**src/rtl/perceptron_operand_loader_if.sv**
```systemverilog
// Stream and result handshakes between the host side and the perceptron operand loader.
// The master modport is the host/DMA side; the slave modport is the loader.
interface perceptron_operand_loader_if #(
  parameter int W = 16
);
  logic signed [W-1:0] s_data;
  logic                s_valid;
  logic                s_last;
  logic                s_ready;
  logic                reuse_coeffs;
  logic signed [2*W:0] result_data;
  logic                result_valid;
  logic                result_ready;

  modport master (
    output s_data, s_valid, s_last, reuse_coeffs, result_ready,
    input  s_ready, result_data, result_valid
  );

  modport slave (
    input  s_data, s_valid, s_last, reuse_coeffs, result_ready,
    output s_ready, result_data, result_valid
  );
endinterface

```
**src/rtl/perceptron_operand_loader.sv**
```systemverilog
// Packs a serial operand stream into the perceptron's parallel input/coefficient buses,
// waits for the combinational result to settle, and hands the classification back.
//
// state       | meaning
// S_LOAD_IN   | accepting input words, slot = word counter
// S_LOAD_CF   | accepting coefficient words, slot = word counter
// S_SETTLE    | stream stalled, waiting for the perceptron to settle
// S_PRESENT   | result_valid high, holding result_data until result_ready
module perceptron_operand_loader #(
  parameter int N      = 50,
  parameter int W      = 16,
  parameter int SETTLE = 1
) (
  input  logic                clk,
  input  logic                rst,
  perceptron_operand_loader_if.slave sif,
  output logic [N*W-1:0]      inputs_flat,
  output logic [N*W-1:0]      coeffs_flat,
  input  logic signed [2*W:0] classification,
  output logic                frame_err
);

  localparam int CW = (N > 1) ? $clog2(N) : 1;
  localparam int SW = $clog2(SETTLE + 1);
  localparam logic [CW-1:0] LAST_IDX  = CW'(N - 1);
  localparam logic [SW-1:0] SETTLE_LD = SW'(SETTLE);

  typedef enum logic [1:0] {
    S_LOAD_IN  = 2'd0,
    S_LOAD_CF  = 2'd1,
    S_SETTLE   = 2'd2,
    S_PRESENT  = 2'd3
  } state_t;

  state_t        state, state_nxt;
  logic [CW-1:0] word_cnt;
  logic [SW-1:0] settle_cnt;
  logic          coeff_loaded;
  logic          reuse_q;
  logic          reuse_now;
  logic          fire;
  logic          last_word;
  logic          frame_bad;
  logic          capture;

  assign sif.s_ready = ~rst & ((state == S_LOAD_IN) | (state == S_LOAD_CF));
  assign fire        = sif.s_valid & sif.s_ready;

  // Reuse is decided once, on the word-0 handshake, and held for the rest of the frame.
  assign reuse_now = (word_cnt == '0) ? (sif.reuse_coeffs & coeff_loaded) : reuse_q;

  always_ff @(posedge clk or posedge rst) begin
    if (rst) state <= S_LOAD_IN;
    else     state <= state_nxt;
  end

  always_comb begin
    state_nxt = state;
    last_word = 1'b0;
    frame_bad = 1'b0;
    capture   = 1'b0;
    case (state)
      S_LOAD_IN: begin
        last_word = (word_cnt == LAST_IDX) & reuse_now;
        if (fire) begin
          if (sif.s_last != last_word) begin
            frame_bad = 1'b1;
            state_nxt = S_LOAD_IN;
          end else if (word_cnt == LAST_IDX) begin
            state_nxt = reuse_now ? S_SETTLE : S_LOAD_CF;
          end
        end
      end
      S_LOAD_CF: begin
        last_word = (word_cnt == LAST_IDX);
        if (fire) begin
          if (sif.s_last != last_word) begin
            frame_bad = 1'b1;
            state_nxt = S_LOAD_IN;
          end else if (last_word) begin
            state_nxt = S_SETTLE;
          end
        end
      end
      S_SETTLE: begin
        if (settle_cnt == '0) begin
          capture   = 1'b1;
          state_nxt = S_PRESENT;
        end
      end
      S_PRESENT: begin
        if (sif.result_ready) state_nxt = S_LOAD_IN;
      end
      default: state_nxt = S_LOAD_IN;
    endcase
  end

  always_ff @(posedge clk or posedge rst) begin
    if (rst) begin
      inputs_flat      <= '0;
      coeffs_flat      <= '0;
      word_cnt         <= '0;
      settle_cnt       <= '0;
      coeff_loaded     <= 1'b0;
      reuse_q          <= 1'b0;
      frame_err        <= 1'b0;
      sif.result_data  <= '0;
      sif.result_valid <= 1'b0;
    end else begin
      frame_err <= frame_bad;

      // The error word is still stored; operand buses keep whatever arrived.
      if (fire) begin
        if (state == S_LOAD_IN) begin
          inputs_flat[int'(word_cnt)*W +: W] <= sif.s_data;
          if (word_cnt == '0) reuse_q <= reuse_now;
        end else begin
          coeffs_flat[int'(word_cnt)*W +: W] <= sif.s_data;
        end

        if (frame_bad || (word_cnt == LAST_IDX)) word_cnt <= '0;
        else                                     word_cnt <= word_cnt + 1'b1;

        if (state == S_LOAD_CF) begin
          if (frame_bad)                  coeff_loaded <= 1'b0;
          else if (word_cnt == LAST_IDX)  coeff_loaded <= 1'b1;
        end
      end

      if ((state_nxt == S_SETTLE) && (state != S_SETTLE)) settle_cnt <= SETTLE_LD;
      else if ((state == S_SETTLE) && (settle_cnt != '0)) settle_cnt <= settle_cnt - 1'b1;

      if (capture) begin
        sif.result_data  <= classification;
        sif.result_valid <= 1'b1;
      end else if ((state == S_PRESENT) && sif.result_ready) begin
        sif.result_valid <= 1'b0;
      end
    end
  end

endmodule

```
**src/flat_wrapper.sv**
```systemverilog
// flat-port wrapper written by rule: the top's interface ports become plain ports
module perceptron_operand_loader_flat 
#(
  parameter int N      = 50,
  parameter int W      = 16,
  parameter int SETTLE = 1
)
  (clk, rst, inputs_flat, coeffs_flat, classification, frame_err, sif_s_data, sif_s_valid, sif_s_last, sif_reuse_coeffs, sif_result_ready, sif_s_ready, sif_result_data, sif_result_valid);
  perceptron_operand_loader_if #(.W(W)) sif_i ();
  input  logic clk;
  input  logic rst;
  output logic [N*W-1:0] inputs_flat;
  output logic [N*W-1:0] coeffs_flat;
  input  logic signed [2*W:0] classification;
  output logic frame_err;
  input wire logic [$bits(sif_i.s_data)-1:0] sif_s_data;
  input wire logic [$bits(sif_i.s_valid)-1:0] sif_s_valid;
  input wire logic [$bits(sif_i.s_last)-1:0] sif_s_last;
  input wire logic [$bits(sif_i.reuse_coeffs)-1:0] sif_reuse_coeffs;
  input wire logic [$bits(sif_i.result_ready)-1:0] sif_result_ready;
  output wire logic [$bits(sif_i.s_ready)-1:0] sif_s_ready;
  output wire logic [$bits(sif_i.result_data)-1:0] sif_result_data;
  output wire logic [$bits(sif_i.result_valid)-1:0] sif_result_valid;
  assign sif_i.s_data = sif_s_data;
  assign sif_i.s_valid = sif_s_valid;
  assign sif_i.s_last = sif_s_last;
  assign sif_i.reuse_coeffs = sif_reuse_coeffs;
  assign sif_i.result_ready = sif_result_ready;
  assign sif_s_ready = sif_i.s_ready;
  assign sif_result_data = sif_i.result_data;
  assign sif_result_valid = sif_i.result_valid;
  perceptron_operand_loader #(.N(N), .W(W), .SETTLE(SETTLE)) u_core (.clk(clk), .rst(rst), .sif(sif_i), .inputs_flat(inputs_flat), .coeffs_flat(coeffs_flat), .classification(classification), .frame_err(frame_err));
endmodule
```
**config.mk**
```make
export PLATFORM = sky130hd
export DESIGN_NAME = perceptron_operand_loader_flat
export DESIGN_NICKNAME = d
export VERILOG_FILES = /design/src/rtl/perceptron_operand_loader_if.sv /design/src/rtl/perceptron_operand_loader.sv /design/src/flat_wrapper.sv
export SDC_FILE = /design/constraint.sdc
export NUM_CORES = 2
export LEC_CHECK = 0
export CORE_AREA = 3 3 661 663
export DETAILED_ROUTE_END_ITERATION = 8
export DIE_AREA = 0 0 664 666
export SLEW_MARGIN = 20
export SYNTH_ARGS = -nofsm -noshare
export SYNTH_HDL_FRONTEND = slang
export SYNTH_SLANG_ARGS = --single-unit
export TNS_END_PERCENT = 10
```
**constraint.sdc**
```tcl
create_clock -name clk -period 119.6 [get_ports clk]
set_input_delay 11.96 -clock clk [delete_from_list [all_inputs] [get_ports clk]]
set_output_delay 11.96 -clock clk [all_outputs]
set_load 0.05 [all_outputs]
```
==> impl_results.md <==
* CTS Buffer Depth at 4
* Slew @ Worst Pin at about 1.2 ns
* H-tree depth at 4
* Post-synth EDFFs at 0
* RSZ-0062 raised after global routing: false
* Slowest CP cell: clkdlybuf4s50_1
* Detail Route Antenna Nets at 0
* Vias in the first global route at 44870
* Min Clock Period, post-route at 25.90 ns
* Most frequent CP cell: clkdlybuf4s50_1
* Post-CTS setup buffers at 0
* Largest net degree at the start of global routing at ~180
* GR Overflow Total at 0
* CTS Buf Count at 191
* Syn_area_per_cell at 16.60 µm²
* Library cells used by synthesis at 58
* Clock skew at 0.08647 ns
* Drc violations at 0
* Total wire length at about 320000 µm
* Netlist Area Pre-Place at 64500 µm²
* Max Freq at roughly 39 MHz
* Initial antenna violation count at 58
* Setup violators final at 0
* Crit start category: primary input
* Synth Net Count at between 3000 and 4000
* TritonCTS clock tree: yes
* Die area at 442200 µm²
* Max Cap Violations at 0
* Crit end category: primary output
* Post-DP HPWL at 230200 µm
* Setup_tns at 0 ns
* Min Hold Slack at ~0.5 ns
* Worst EP required at 107.64 ns
* Met3 WL post-DR at 21300 µm
* Layout overhead on the synthesized area at 47.88%
* CP top delay family: buffers and inverters
* Initial core utilization at ~15%
* Util after Layout at 22.14%
* Primary FF master, synth: dfrtp_1
* Top sig layer: met5
* Run status: completed
* Hold WC Path Type: register to register
* Placed Cells at ~11000
* Root Buffer Master: clkbuf_16
* CP Cell Sequence: clkdlybuf4s50_1 > nor2_1 > clkdlybuf4s50_1
* Initial DRC Count at 2379
* Die height at 666 µm
* Length of routed wiring on met1 at between 100000 and 150000 µm
* Relative slew slack at 20.60%
* DR pass1 iterations at 5
* Nets@finish at around 5700
* Chip width at between 600 and 700 µm
* WS Path Type: primary input to primary output
* CP max FO at 7
* RD Place Congestion at 0.7769
* Tot Pwr at between 0.0015 and 0.002 W
* CORE AREA at 430900 µm²
* Vias per cell at between 3 and 4
* Number of port buffers at 1690
* Clk sink count at 1646
* Routed WL per cell at 27.43 µm
* Leak Pwr at 42.90 nW
* First-pass GRT wire length at 416500 µm
* Largest stage delay, worst path at 0.86 ns
* Proportion of layout cells with a drive suffix above 1 at 39.40%
* Seq cells post-synth at 1646
* Synth Warn # at 0
* Max Transition Viols Final at 0
* Fillers at 45200
* CP arrival at 13.94 ns
* Cts hold-fix bufs at 0
* Total GRT Usage at between 10% and 20%
* Clk_lat worst skew at 0.89 ns
* Share of synthesized registers carrying an async set or reset at 100.0%
* DR WL met2 at 158900 µm
* WP buf/inv at 2
* CTS resizes at 0
* Row Count at 241
* Max VDD drop at roughly 0.013 mV
* Final hold violation count at 0
* Via count at roughly 42000
* Syn Inst Count at 3885
* Seq/Total Area, Yosys at 63.86%
* Final cycle utilization of the critical path at 21.66%
* Non-Filler Instances at around 12000
* Top Ports at 1691
* Clk pin slew, worst setup/hold paths at 0.06 ns
* Power per cell area at 17.64 nW/µm²
[metal layers]
layer	vias to the layer above	track usage [%]
li1	17240	-
met4	10	6.026
met3	490	3.546
met2	1799	24.32
met5	-	0
met1	22390	15.40
[synth_stat cells, types with 2 or more instances]
cell | n | area, µm²
nor3b_1 | 6 | 45.04
mux2_1 | 5 | 56.30
nand4_1 | 6 | 37.54
buf_2 | 44 | 220.2
o31ai_1 | 5 | 37.54
nor2_1 | 10 | 37.54
a2111oi_4 | 20 | 550.5
nor4_4 | 2 | 42.54
or3_1 | 14 | 87.58
nor3_2 | 66 | 660.6
nand2b_1 | 5 | 31.28
nor4bb_1 | 3 | 30.03
nor4_1 | 2 | 12.51
and3_1 | 18 | 112.6
clkbuf_1 | 189 | 709.4
ha_1 | 4 | 50.05
mux2i_1 | 4 | 40.04
buf_4 | 56 | 420.4
nor2b_1 | 3 | 18.77
nor4b_1 | 2 | 17.52
o21ai_0 | 9 | 45.04
a21oi_1 | 3 | 15.01
and2_0 | 16 | 100.1
mux2_2 | 1426 | 16060
buf_12 | 2 | 40.04
nand3_1 | 8 | 40.04
and2_1 | 19 | 118.9
mux2_4 | 200 | 3003
buf_1 | 8 | 30.03
a2111oi_0 | 2 | 17.52
dfrtp_1 | 1646 | 41190
mux2i_2 | 2 | 27.53
buf_6 | 21 | 236.5
xnor2_1 | 3 | 26.28
a31oi_1 | 2 | 12.51
inv_1 | 9 | 33.78
or4_1 | 4 | 30.03
nand2_1 | 21 | 78.83
[layout by cell type, fill, tap and decap left out, drive strengths merged, types with 4 or more instances in the layout]
master	count
nor3b	6
clkbuf	266
nor3	67
nor4	4
clkinv	41
mux2i	6
nand2	21
and3	18
nand2b	5
mux2	1631
bufinv	15
or3	14
a2111oi	22
ha	4
nand3	8
diode	28
inv	25
nand4	6
dfrtp	1646
o21ai	9
buf	190
clkinvlp	5
clkdlybuf4s50	1668
nor2	10
and2	35
o31ai	5
or4	4
[cell families after synthesis]
kind of cell | count (synthesis) | share of synthesized area (%)
AOI/OAI and AO/OA | 49 | 1.158
muxes | 1637 | 29.74
DFF | 1646 | 63.86
buffers and inverters | 329 | 2.621
xor gates and xnor gates | 4 | 0.05432
adders and majority gates | 4 | 0.07759
and+or+nand+nor | 216 | 2.489
[report_power, final]
group          switching [W]  leakage, nW  internal [W]  total [W]
clock               0.000253         3.25      0.000361   0.000613
combinational       0.000314         16.8      0.000126   0.000440
sequential         0.0000268         22.9      0.000602   0.000629
[sequential cells by signal (all words and copies together) (netlist names)]
| name | cells |
|---|---|
| u_core.coeff_loaded | 1 |
| u_core.coeffs_flat | 800 |
| u_core.frame_err | 1 |
| u_core.inputs_flat | 800 |
| u_core.reuse_q | 1 |
| u_core.settle_cnt | 1 |
| u_core.sif.result_data | 33 |
| u_core.sif.result_valid | 1 |
| u_core.state | 2 |
| u_core.word_cnt | 6 |
[layout make-up]
| cell class | instances | area (µm²) | share of cell area (%) |
|---|---|---|---|
| diodes | 28 | 70.07 | 0.07346 |
| clock buffers | 266 | 5582 | 5.852 |
| clock inverters | 77 | 1013 | 1.063 |
| inverters | 9 | 41.29 | 0.04329 |
| multi-input cells | 1910 | 22170 | 23.24 |
| flip-flops and latches | 1646 | 41190 | 43.18 |
| well taps | 5710 | 7144 | 7.490 |
| repair buffers | 1858 | 18180 | 19.06 |
[through the flow]
stage,setup slack [ns],cell area (µm²)
finish,93.70,95380
global route,93.58,95320
CTS,93.59,95260
detailed placement,93.61,88660
global placement,93.57,88590
floorplan,61.19,64500
[final timing paths]
check | from | endpoint | slack, ns | cells past startpoint
max | rst | sif_s_ready | 93.70 | 3
min | u_core.coeffs_flat[548]$_DFFE_PP0P_ | u_core.coeffs_flat[548]$_DFFE_PP0P_ | 0.50 | 1
max reg2reg | u_core.word_cnt[0]$_DFFE_PP0P_ | u_core.coeffs_flat[737]$_DFFE_PP0P_ | 114.64 | 11
min reg2reg | u_core.coeffs_flat[548]$_DFFE_PP0P_ | u_core.coeffs_flat[548]$_DFFE_PP0P_ | 0.50 | 1
max in group asynchronous | rst | u_core.coeffs_flat[150]$_DFFE_PP0P_ | 103.07 | 7
min in group asynchronous | rst | u_core.inputs_flat[542]$_DFFE_PP0P_ | 12.17 | 2
No activity file was read; power rests on OpenSTA's default activity.
